==> config.mk <==
export PLATFORM = sky130hd
export DESIGN_NAME = sync_fifo_param
export DESIGN_NICKNAME = d
export VERILOG_FILES = /design/src/rtl/sync_fifo_param.sv
export SDC_FILE = /design/constraint.sdc
export NUM_CORES = 1
export LEC_CHECK = 0
export BUFFER_PORTS_ARGS = -buffer_cell sky130_fd_sc_hd__buf_2
export CAP_MARGIN = 40
export CORE_UTILIZATION = 62
export DETAILED_ROUTE_END_ITERATION = 8
export HOLD_SLACK_MARGIN = 0.06
export PLACE_DENSITY_LB_ADDON = 0.2
export SYNTH_ARGS = -nofsm -noshare
export SYNTH_HDL_FRONTEND = slang
export SYNTH_SLANG_ARGS = --single-unit
==> constraint.sdc <==
create_clock -name clk -period 9.15 [get_ports clk]
set_input_delay 0.915 -clock clk [delete_from_list [all_inputs] [get_ports clk]]
set_output_delay 0.915 -clock clk [all_outputs]
set_load 0.005 [all_outputs]
==> src/rtl/sync_fifo_param.sv <==
// ============================================================================
// sync_fifo_param
// ----------------------------------------------------------------------------
// Synchronous FIFO for buffering pixel/command words between the bus side and
// the processing pipelines. It provides an exact fill count, programmable
// almost-full/almost-empty thresholds, a synchronous flush and a selectable
// read mode (registered read or first-word-fall-through).
//
// Parameters:
//   DATA_WIDTH   - width of each stored word in bits
//   ADDR_WIDTH   - log2 of the depth; DEPTH = 2**ADDR_WIDTH (1..12)
//   AFULL_LEVEL  - almost_full asserts when count >= AFULL_LEVEL (1..DEPTH)
//   AEMPTY_LEVEL - almost_empty asserts when count <= AEMPTY_LEVEL (0..DEPTH-1)
//   FWFT         - 0: registered read (1-cycle latency), 1: first-word-fall-through
//
// Ports:
//   clk          in   rising-edge clock
//   rst_n        in   asynchronous reset, active low
//   flush        in   synchronous clear of contents (beats wr_en and rd_en)
//   wr_en        in   write request
//   wr_data      in   write word
//   rd_en        in   read request (FWFT=1: acknowledge of the head word)
//   rd_data      out  read word
//   rd_valid     out  rd_data holds a valid word
//   full         out  DEPTH entries stored
//   empty        out  zero entries stored
//   almost_full  out  count >= AFULL_LEVEL
//   almost_empty out  count <= AEMPTY_LEVEL
//   count        out  number of stored entries, 0..DEPTH
//
// Optional feature, enabled by defining the macro SYNC_FIFO_ERR_FLAGS_EN:
//   err_clr      in   synchronous clear of both error flags (beats a new set)
//   overflow     out  sticky, set after a write is attempted while full
//   underflow    out  sticky, set after a read is attempted while empty
// Without the macro these ports do not exist and dropped requests are silent.
// ============================================================================
module sync_fifo_param #(
    parameter int DATA_WIDTH   = 17,
    parameter int ADDR_WIDTH   = 3,
    parameter int AFULL_LEVEL  = 6,
    parameter int AEMPTY_LEVEL = 1,
    parameter int FWFT         = 0
) (
    input  logic                  clk,
    input  logic                  rst_n,
    input  logic                  flush,
    input  logic                  wr_en,
    input  logic [DATA_WIDTH-1:0] wr_data,
    input  logic                  rd_en,
    output logic [DATA_WIDTH-1:0] rd_data,
    output logic                  rd_valid,
    output logic                  full,
    output logic                  empty,
    output logic                  almost_full,
    output logic                  almost_empty,
    output logic [ADDR_WIDTH:0]   count
`ifdef SYNC_FIFO_ERR_FLAGS_EN
    ,
    input  logic                  err_clr,
    output logic                  overflow,
    output logic                  underflow
`endif
);

    localparam int DEPTH = 1 << ADDR_WIDTH;

    // Thresholds resized once to the count width so the comparisons below
    // are width-matched.
    localparam logic [ADDR_WIDTH:0] AFULL_THR  = (ADDR_WIDTH + 1)'(AFULL_LEVEL);
    localparam logic [ADDR_WIDTH:0] AEMPTY_THR = (ADDR_WIDTH + 1)'(AEMPTY_LEVEL);

    // ------------------------------------------------------------------------
    // Storage and pointers
    // ------------------------------------------------------------------------
    logic [DATA_WIDTH-1:0] mem [DEPTH];

    // One extra MSB on each pointer acts as a wrap bit: equal pointers mean
    // empty, equal addresses with differing wrap bits mean full.
    logic [ADDR_WIDTH:0]   wrPtr;
    logic [ADDR_WIDTH:0]   rdPtr;

    logic [ADDR_WIDTH-1:0] wrAddr;
    logic [ADDR_WIDTH-1:0] rdAddr;
    logic                  wrAcc;
    logic                  rdAcc;

    assign wrAddr = wrPtr[ADDR_WIDTH-1:0];
    assign rdAddr = rdPtr[ADDR_WIDTH-1:0];

    // ------------------------------------------------------------------------
    // Status flags: purely functions of the registered pointers, so they
    // change only in the cycle after the edge that accepted a request.
    // ------------------------------------------------------------------------
    assign empty        = (wrPtr == rdPtr);
    assign full         = (wrAddr == rdAddr) && (wrPtr[ADDR_WIDTH] != rdPtr[ADDR_WIDTH]);
    assign count        = wrPtr - rdPtr;      // modulo 2**(ADDR_WIDTH+1)
    assign almost_full  = (count >= AFULL_THR);
    assign almost_empty = (count <= AEMPTY_THR);

    // Flush blocks both accepts, so a flush cycle never moves data.
    assign wrAcc = wr_en & ~full  & ~flush;
    assign rdAcc = rd_en & ~empty & ~flush;

    // ------------------------------------------------------------------------
    // Pointer registers
    // ------------------------------------------------------------------------
    // NOTE: state registers use non-blocking assignments so every flop
    // samples the pre-edge values, independent of statement order.
    always_ff @(posedge clk or negedge rst_n) begin
        if (!rst_n) begin
            wrPtr <= '0;
            rdPtr <= '0;
        end else if (flush) begin
            wrPtr <= '0;
            rdPtr <= '0;
        end else begin
            if (wrAcc) wrPtr <= wrPtr + 1'b1;
            if (rdAcc) rdPtr <= rdPtr + 1'b1;
        end
    end

    // ------------------------------------------------------------------------
    // Memory write port
    // ------------------------------------------------------------------------
    // NOTE: the array deliberately has no reset; a reset would turn it into
    // DEPTH*DATA_WIDTH resettable flops instead of a plain RAM, and the
    // pointers already make stale contents unreachable.
    always_ff @(posedge clk) begin
        if (wrAcc) mem[wrAddr] <= wr_data;
    end

    // ------------------------------------------------------------------------
    // Read port
    // ------------------------------------------------------------------------
    generate
        if (FWFT != 0) begin : g_fwft
            // Head word is presented continuously; rd_en only pops it. The
            // word is stale while empty, which rd_valid=0 covers.
            assign rd_data  = mem[rdAddr];
            assign rd_valid = ~empty;
        end else begin : g_registered
            // rd_data keeps its last value when no read is accepted,
            // including across a flush.
            always_ff @(posedge clk or negedge rst_n) begin
                if (!rst_n) begin
                    rd_data  <= '0;
                    rd_valid <= 1'b0;
                end else begin
                    rd_valid <= rdAcc;
                    if (rdAcc) rd_data <= mem[rdAddr];
                end
            end
        end
    endgenerate

    // ------------------------------------------------------------------------
    // Optional sticky error flags
    // ------------------------------------------------------------------------
`ifdef SYNC_FIFO_ERR_FLAGS_EN
    logic overflowEvt;
    logic underflowEvt;

    assign overflowEvt  = wr_en & full  & ~flush;
    assign underflowEvt = rd_en & empty & ~flush;

    // err_clr wins over a same-cycle event; flush leaves the flags alone.
    always_ff @(posedge clk or negedge rst_n) begin
        if (!rst_n) begin
            overflow  <= 1'b0;
            underflow <= 1'b0;
        end else if (err_clr) begin
            overflow  <= 1'b0;
            underflow <= 1'b0;
        end else begin
            if (overflowEvt)  overflow  <= 1'b1;
            if (underflowEvt) underflow <= 1'b1;
        end
    end
`else
    // Error tracking not built: dropped writes and ignored reads leave no trace.
`endif

endmodule

==> out/qor.txt, run 1 <==
headroom to the max-slew limit: 46.75%
Multi-input gate area: 1493 um^2
wirelength, routed: 11.66 mm
Hold Vio Cnt, Final: 0
final worst path period need: 3450 ps
Synth Net Count: 357
Synth cell types: 30
sequential cell area: 4736 um^2
Die Y: 103.0 um
CP Launch Type: register
Core Region: 9819 um^2
syn_area_per_cell: 19.23 um^2
WL/cell: 21.56 um
Yosys reg bits: 162
Placer Congestion: 0.7393
first-pass GRT wire length: 18.12 mm
Worst Path Required: 9370 ps
Iteration-0 DRC Markers: 293
CP endpoint kind: register
placed inst area: 6769 um^2
clock root buffer: clkbuf_8
Synth top area share: 64.56%
RSZ-0062 raised after global routing: no
CP Data Arrival Time: 3670 ps
Synth Area in Adders: 1.305%
Synthesis Warnings: 0
Slew Limit Fails: 0
critical-path maximum fanout: 36
LEAKAGE: 0.002597 uW
Initial Util: 64.42%
Simple-Gate Fraction of Synth Area: 3.244%
Clock transition at path regs: 60 ps
CTS tree: yes
Die X: 103.0 um
vias in the first global route: 3304
Num CTS Buffers: 17
# port buffers: 47
pin count of the biggest net entering global routing: 38
Post-CTS Repair Setup Buffers: 0
clk sinks: 162
post_cts resized: 0
GR Overflow Total: 0
Syn Inst Count: 329
Synth Area in Compound Gates: 2.551%
post-synthesis sequential area ratio: 74.84%
status: finished clean
largest family of logic cells by synthesized area: multiplexers
Clock Latency Late Sink: 520 ps
Worst IR Drop VDD: 0.2481 mV
WS Path Type: reg -> reg
vias: 3223
initial antenna violation count: 0
row count: 36
Via density: 5.957
cell taking the most area after synthesis: edfxtp_1
Layout Nets: 423
final worst-path cycle share: 37.71%
Layout Area Growth over Synthesis: 16.22%
Sum Neg Setup Slack: 0 ps
Synth area leaders: edfxtp_1 65%, mux4_2 12%, dfrtp_1 10%
Ports: 48
antenna-violating nets left: 0
Achievable Freq: 289.8 MHz
Synth Area in XOR/XNOR: 1.226%
synthesized cell area: 6326 um^2
DRC: 0
mux contribution to synthesized area: 15.11%
H-tree lvl count: 4
final instance area: 7352 um^2
Layout Skew: 8.000 ps
Worst Hold Class: in -> async
Worst Tran Pin Value: 795.8 ps
dpl hpwl: 7.078 mm
Final Setup Violations: 0
# hold bufs at CTS: 0
DR pass1 iterations: 4
overall global routing resource usage: 25.05%
fillers: 592
Max Cap Viol: 0
share of layout cells above drive strength 1: 31.86%
Power Dens Cells: 248.6 nW/um^2
number of diodes: 0
DIE AREA: 10610 um^2
CTS max path bufs: 2
==> cells by family after synthesis <==
| family | after synthesis |
|---|---|
| adder cells (fa/ha/maj) | 6 |
| flip-flops | 162 |
| buffers and inverters | 23 |
| XOR/XNOR | 8 |
| AO/OA/AOI/OAI | 29 |
| multiplexers | 53 |
| AND/OR/NAND/NOR | 48 |
==> worst paths after layout <==
path	from	end	slack, ps	cells past startpoint
min in group clk	rd_data[9]	rd_data[9]	470	2
min	rst_n	rdPtr[2]	430	1
max	rdPtr[2]	mem[3][6]	5700	8
max in group asynchronous	rst_n	rdPtr[0]	8240	1
max reg2reg	rdPtr[2]	mem[3][6]	5700	8
min reg2reg	rd_data[9]	rd_data[9]	470	2
==> placed cells by master (no fill, tap or decap), types with 3 or more instances in the layout <==
master     Yosys  routed
edfxtp_1     136     136
buf_2          6      47
mux4_2        34      34
dfrtp_1       26      25
o21ai_0       20      20
nand2_1       20      20
mux2i_1       19      19
nor2_1        17      17
clkbuf_16      0      16
buf_4          3      14
inv_1          9       9
ha_1           5       5
clkinv_4       0       5
xnor2_1        4       4
o211ai_1       4       4
xor2_1         3       3
bufinv_16      0       3
clkinv_1       0       3
==> flip-flops by register name, summed over array words and instances (netlist names) <==
register,cells
rd_data,17
rd_valid,1
mem,136
wrPtr,4
rdPtr,4
==> worst max-delay path, stage by stage (launching register included) <==
cell	delay (ps)
dfrtp_1	330
buf_4	440
inv_1	140
ha_1	350
nand3_1	270
o21ai_2	130
or3_2	490
nor2_1	650
buf_4	330
==> metrics by stage <==
step	total power [uW]	hold WS, ps	setup slack (ps)	utilization, %	cells
6_report	1828	426.9	5700	74.87	541
5_1_grt	1914	445.3	5504	74.87	541
4_1_cts	1847	423.0	5684	74.87	541
3_5_place_dp	1164	465.1	5705	68.93	509
3_3_place_gp	1153	457.1	5698	68.78	507
2_1_floorplan	1059	473.3	5467	-	329
==> area by class of cell <==
class | count | share of cell area (%)
clock buffer | 18 | 5.684
clock inverter | 14 | 2.246
inverter | 9 | 0.4595
multi-input combinational | 144 | 20.30
sequential | 162 | 64.41
tap | 133 | 2.263
timing repair buffer | 61 | 4.629
==> power breakdown <==
group / total, uW / leakage, uW / internal [uW] / switching [uW]
Combinational: 270 / 0.000758 / 129 / 140
Clock: 683 / 0.000277 / 414 / 269
Sequential: 876 / 0.00156 / 852 / 24.0
Total: 1830 / 0.00260 / 1390 / 433
==> metal layers <==
layer | part of all wire [%] | up-vias | track usage, %
li1 | - | 1427 | -
met1 | 41 | 1683 | 33.33
met2 | 52 | 102 | 41.08
met3 | 5.7 | 11 | 6.847
met4 | 1.0 | 0 | 7.692
met5 | 0 | - | 0
==> cells in the mapped netlist (all sizes together) <==
| master | number |
|---|---|
| edfxtp | 136 |
| mux4 | 34 |
| dfrtp | 26 |
| o21ai | 22 |
| nand2 | 20 |
| mux2i | 19 |
| nor2 | 17 |
| buf | 10 |
| inv | 9 |
| ha | 5 |
| clkbuf | 4 |
| o211ai | 4 |
| xnor2 | 4 |
| xor2 | 4 |
| or3 | 3 |
| a21oi | 2 |
| and3 | 2 |
| nand3 | 2 |
| nor3 | 2 |
| fa | 1 |
| nand2b | 1 |
| nor2b | 1 |
| o21a | 1 |
Power figures use the tool's default switching activity.
==> inputs of run 2 (changes only) <==
--- a/config.mk
+++ b/config.mk
@@ -7,7 +7,7 @@
 export LEC_CHECK = 0
 export BUFFER_PORTS_ARGS = -buffer_cell sky130_fd_sc_hd__buf_2
 export CAP_MARGIN = 40
-export CORE_UTILIZATION = 62
+export CORE_UTILIZATION = 59
 export DETAILED_ROUTE_END_ITERATION = 8
 export HOLD_SLACK_MARGIN = 0.06
 export PLACE_DENSITY_LB_ADDON = 0.2
==> constraint.sdc (replaced) <==
create_clock -name clk -period 3.6 [get_ports clk]
set_input_delay 0.36 -clock clk [delete_from_list [all_inputs] [get_ports clk]]
set_output_delay 0.36 -clock clk [all_outputs]
set_load 0.005 [all_outputs]
==> run 2 against run 1 <==
  * Worst hold slack lost 290 ps
  * Sequential power grew to 2.5 times the previous value
  * Die area grew 5.0%
  * Clock-buffer cell count grew 2
  * Critical path depth shrank 2
  * Combinational power grew to 2.6 times the previous value
  * First-iteration DRC count shrank 3.1%
==> out/qor.txt, run 2 (synthesis gave the netlist of run 1 again) <==
Die X: 105.5 um (+2.5%)
status: finished clean
worst hold margin: 133.5 ps (-293.3 ps)
number of diodes: 0 (unchanged)
Worst Tran Pin Value: 732.4 ps (-63.42 ps)
LEAKAGE: 0.002593 uW (-0.18%)
GR Overflow Total: 0 (unchanged)
overall global routing resource usage: 24.40% (-0.65 points)
final worst path period need: 2537 ps
Max Cap Viol: 0 (unchanged)
Layout Area Growth over Synthesis: 16.10%
Worst Path Required: 3240 ps (-6130 ps)
CTS max path bufs: 2 (unchanged)
Clock Latency Late Sink: 510 ps (about the same)
Clock transition at path regs: 60 ps (about the same)
pin count of the biggest net entering global routing: 38 (unchanged)
Final Setup Violations: 0 (unchanged)
Layout Skew: 6.016 ps (-1.984 ps)
Iteration-0 DRC Markers: 284 (-3.1%)
initial antenna violation count: 0 (unchanged)
Reg2Reg Depth: 6 (-2)
final worst-path cycle share: 70.47%
Ports: 48 (unchanged)
CP endpoint kind: output port
Achievable Freq: 394.2 MHz
RSZ-0062 raised after global routing: no
post_cts resized: 0 (unchanged)
reg2reg setup slack: 1100 ps (-4600 ps)
worst slack, placed: 1116 ps (-4590 ps)
CP Data Arrival Time: 2180 ps (-1490 ps)
headroom to the max-slew limit: 51.17% (+4.4 points)
placed cells: 510 (+0.20%)
Sum Neg Setup Slack: 0 ps (unchanged)
setup ws final: 1063 ps (-4637 ps)
Hold Vio Cnt, Final: 0 (unchanged)
max reg flops: 136 (unchanged)
Post-CTS Repair Setup Buffers: 0 (unchanged)
share of layout cells above drive strength 1: 31.45% (-0.41 points)
Non-Filler Instances: 543 (+0.37%)
Worst IR Drop VDD: 0.4858 mV (+96%)
vias: 3143 (-2.5%)
Die Y: 105.5 um (+2.5%)
DR pass1 iterations: 4 (unchanged)
critical-path maximum fanout: 9 (-75%)
Layout Nets: 422 (-0.24%)
Via density: 5.788 (-2.8%)
WS Path Type: reg -> out
WL/cell: 22.09 um (+2.5%)
Placer Congestion: 0.8329 (+13%)
final total power: 4650 uW (+150%)
CP Launch Type: register
Worst Hold Class: in -> reg
biggest regs: mem x136, rd_data x17
H-tree lvl count: 4 (unchanged)
dpl hpwl: 7.469 mm (+5.5%)
most common cell after layout, fill and taps aside: edfxtp_1
wirelength, routed: 12.00 mm (+2.8%)
# hold bufs at CTS: 1 (+1)
clock root buffer: clkbuf_8
Initial Util: 61.00% (-3.4 points)
row count: 37 (+2.8%)
Largest Register: mem
DRC: 0 (unchanged)
clk sinks: 162 (unchanged)
antenna-violating nets left: 0 (unchanged)
Slew Limit Fails: 0 (unchanged)
Core Region: 10370 um^2 (+5.6%)
commonest cells after routing, fill and taps aside: 136 x edfxtp_1, 47 x buf_2, 34 x mux4_2, 25 x dfrtp_1
worst hold stages: 1
DIE AREA: 11140 um^2 (+5.0%)
Num CTS Buffers: 17 (unchanged)
Power Dens Cells: 633.2 nW/um^2 (+150%)
CTS tree: yes
first-pass GRT wire length: 19.09 mm (+5.3%)
# port buffers: 47 (unchanged)
vias in the first global route: 3404 (+3.0%)
==> run 2: stage by stage <==
stage / util (%) / area (um^2)
floorplan: - / 6336
global placement: 65.17 / 6758
detailed placement: 65.17 / 6758
CTS: 70.83 / 7345
global route: 70.83 / 7345
finish: 70.83 / 7345
==> run 2: final timing paths <==
kind,to,start
min in group asynchronous,rdPtr[3],rst_n
hold / removal,mem[4][10],wr_data[10]
hold reg to reg,rd_data[9],rd_data[9]
setup reg to reg,mem[1][10],wrPtr[2]
max in group asynchronous,rdPtr[0],rst_n
setup / recovery,almost_empty,wrPtr[1]
==> run 2: cell type report <==
type,instances,area (um^2)
clock buffers,20,435.4
flip-flops and latches,162,4736
inverters,9,33.78
clock inverters,12,141.4
fillers,655,3025
repair buffers,60,335.3
multi-input cells,144,1493
well taps,136,170.2
==> run 2: power breakdown <==
part	switching [uW]	internal [uW]	leakage (uW)
clock	668	1070	0.000279
sequential	62.1	2160	0.00156
combinational	362	329	0.000752
total	1090	3560	0.00259
==> run 2: critical path, stage by stage, from the launching register on <==
cell and delay, ps:
dfrtp_1 520, inv_1 150, fa_1 450, xnor2_1 250, nor2_1 70, o21a_1 100
buf_2 120
==> run 2: routing by layer <==
metal | vias to the layer above | track usage, % | share of wire (%)
met5 | - | 0 | 0
met4 | 0 | 9.425 | 2.3
met3 | 17 | 5.504 | 4.4
met2 | 95 | 42.43 | 55
met1 | 1615 | 30.00 | 38
li1 | 1416 | - | -
==> inputs of run 3 (changes only) <==
--- a/config.mk
+++ b/config.mk
@@ -7,7 +7,7 @@
 export LEC_CHECK = 0
 export BUFFER_PORTS_ARGS = -buffer_cell sky130_fd_sc_hd__buf_2
 export CAP_MARGIN = 40
-export CORE_UTILIZATION = 59
+export CORE_UTILIZATION = 53
 export DETAILED_ROUTE_END_ITERATION = 8
 export HOLD_SLACK_MARGIN = 0.06
 export PLACE_DENSITY_LB_ADDON = 0.2
==> constraint.sdc (replaced) <==
create_clock -name clk -period 2.15 [get_ports clk]
set_input_delay 0.215 -clock clk [delete_from_list [all_inputs] [get_ports clk]]
set_output_delay 0.215 -clock clk [all_outputs]
set_load 0.005 [all_outputs]
==> run 3 against run 2 <==
  * Global-route usage fell by 3.0 points
  * Clock skew rose by 1.6 ps
  * Critical endpoint unchanged
  * Register-to-register slack got worse by 1000 ps
  * Clock-buffer cell count did not move
  * Critical path depth rose by 1
  * Via count rose by 0.95%
  * The run now ends with DRC left
  * Design area rose by 6.9%
==> out/qor.txt, run 3 (synthesis gave the netlist of run 1 again) <==
Worst Path Required: 1930 ps (-1310 ps)
DIE AREA: 12380 um^2 (+11%)
vias in the first global route: 3398 (-0.18%)
Sum Neg Setup Slack: 0 ps (unchanged)
biggest regs: mem x136, rd_data x17
most common cell after layout, fill and taps aside: edfxtp_1
CTS tree: yes
CP top delay family: flip-flops
failing checks: DRC
CP endpoint kind: output port
Placer Congestion: 0.7345 (-12%)
clock root buffer: clkbuf_16
WL/cell: 20.69 um (-6.3%)
Buf+Inv Stages, Crit Path: 2 (unchanged)
sequential share of power: 45.4% (-2.5 points)
RSZ-0062 raised after global routing: yes
first-pass GRT wire length: 18.95 mm (-0.69%)
Worst Tran Pin Value: 661.8 ps (-70.56 ps)
P_sw: 1860 uW (+70%)
fillers: 739 (+13%)
clk sinks: 162 (unchanged)
CTS max path bufs: 2 (unchanged)
Slew Limit Fails: 0 (unchanged)
Achievable Freq: 475.2 MHz
slowest library cell on the worst path: dfrtp_1
Layout Area Growth over Synthesis: 24.09%
number of diodes: 0 (unchanged)
DR pass1 iterations: 7 (+3)
pin count of the biggest net entering global routing: 38 (unchanged)
Layout Skew: 7.639 ps (+1.623 ps)
dpl hpwl: 6.949 mm (-7.0%)
commonest cells after routing, fill and taps aside: 136 x edfxtp_1, 47 x buf_2, 34 x mux4_2, 24 x dfrtp_1, 20 x nand2_1
CP Launch Type: register
Die X: 111.3 um (+5.4%)
headroom to the max-slew limit: 55.88% (+4.7 points)
Ports: 48 (unchanged)
H-tree lvl count: 4 (unchanged)
CP Data Arrival Time: 1890 ps (-290 ps)
LEAKAGE: 0.002762 uW (+6.5%)
max reg flops: 136 (unchanged)
vias: 3173 (+0.95%)
Via density: 5.606 (-3.1%)
share of layout cells above drive strength 1: 38.77% (+7.3 points)
clock share of power: 38.7% (+1.4 points)
Max Cap Viol: 0 (unchanged)
Clock Latency Late Sink: 420 ps (-90 ps)
Comb pwr share: 16.0% (+1.1 points)
WS Path Type: reg -> out
Clock transition at path regs: 60 ps (about the same)
status: finished, violations left
DRC: 12 (+12)
CP Cell Sequence: buf_6 > ha_4 > nor2b_4 > o21ai_2 > and3_4 > o21a_1 > buf_2
Final Setup Violations: 0 (unchanged)
final worst path period need: 2104 ps
antenna-violating nets left: 0 (unchanged)
row count: 39 (+5.4%)
Switching Fraction: 22.65% (-0.82 points)
GR Overflow Total: 0 (unchanged)
Iteration-0 DRC Markers: 231 (-19%)
wirelength, routed: 11.71 mm (-2.4%)
Die Y: 111.3 um (+5.4%)
Worst Hold Class: in -> reg
Layout Nets: 438 (+3.8%)
Crit path largest cell delay: 400 ps (-120 ps)
Hold Vio Cnt, Final: 0 (unchanged)
final total power: 8213 uW (+77%)
Internal Pwr Total: 6353 uW (+79%)
Num CTS Buffers: 17 (unchanged)
overall global routing resource usage: 21.39% (-3.0 points)
reg2reg setup slack: 80 ps (-1020 ps)
worst hold margin: 75.84 ps (-57.69 ps)
critical-path maximum fanout: 3 (-6)
Initial Util: 54.93% (-6.1 points)
# port buffers: 47 (unchanged)
Util after Layout: 68.17% (-2.7 points)
final worst-path cycle share: 97.87%
Largest Register: mem
initial antenna violation count: 0 (unchanged)
Worst IR Drop VDD: 0.6284 mV (+29%)
Power Dens Cells: 1046 nW/um^2 (+65%)
Core Region: 11520 um^2 (+11%)
## run 3: changes by cell type in the layout (fill, tap and decap cells not counted), moves of 3 or more
cell,previous run,this run
inv_2,0,3
ha_4,0,3
ha_1,5,2
nor2_4,0,6
inv_1,9,5
buf_12,0,11
nor2_1,17,10
## run 3: path summary, 6_finish.rpt
path	from	endpoint	cells after the start
worst max-delay path	wrPtr[1]	almost_empty	7
worst min-delay path	wr_data[9]	mem[0][9]	1
worst max register to register	wrPtr[1]	mem[1][6]	7
worst min register to register	rd_data[1]	rd_data[1]	2
max in group asynchronous	rst_n	rdPtr[0]	2
min in group asynchronous	rst_n	wrPtr[2]	2
## run 3: timing repair
item	CTS	global route
endpoints found under the hold margin	26	0
pin swaps	1	8
hold buffers	1	0
buffers inserted	4	0
gates cloned	1	0
endpoints found under the setup margin	3	20
resized for setup	10	11
## run 3: power by group through the flow
| stage | sequential, uW | combinational [uW] | clock (uW) |
|---|---|---|---|
| global placement | 3770 | 1230 | 0 |
| CTS | 3720 | 1300 | 3220 |
| global route | 3750 | 1470 | 3350 |
| detailed placement | 3780 | 1240 | 0 |
| floorplan | 3800 | 751 | 0 |
| finish | 3730 | 1310 | 3180 |
## run 3: per-stage QoR
step	area, um^2	worst slack [ps]	std cells
finish	7850	45.82	566
global route	7850	-46.71	566
CTS	7814	-8.024	566
detailed placement	7087	64.89	528
global placement	7087	86.56	528
floorplan	6475	-365.3	329
## run 3: worst register-to-register path, delay by kind of cell (launching register included)
kind / cells / cell delay (ps)
and+or+nand+nor: 3 / 760
DFF: 1 / 400
buffers and inverters: 2 / 320
adders and majority gates: 1 / 220
AOI/OAI and AO/OA: 1 / 70
## run 3: routing by layer
layer | vias to the layer above | share of wire [%] | global-route usage (%)
li1 | 1457 | - | -
met1 | 1623 | 43 | 28.09
met2 | 79 | 52 | 34.88
met3 | 14 | 3.8 | 5.303
met4 | 0 | 1.3 | 7.928
met5 | - | 0 | 0
## run 3: cell type report
class,count,area [um^2],share of cell area [%]
sequential,162,4737,60.34
multi-input combinational,144,1648,20.99
clock buffer,20,436.7,5.563
tap,143,178.9,2.279
clock inverter,12,187.7,2.391
inverter,9,36.28,0.4622
timing repair buffer,76,625.6,7.969
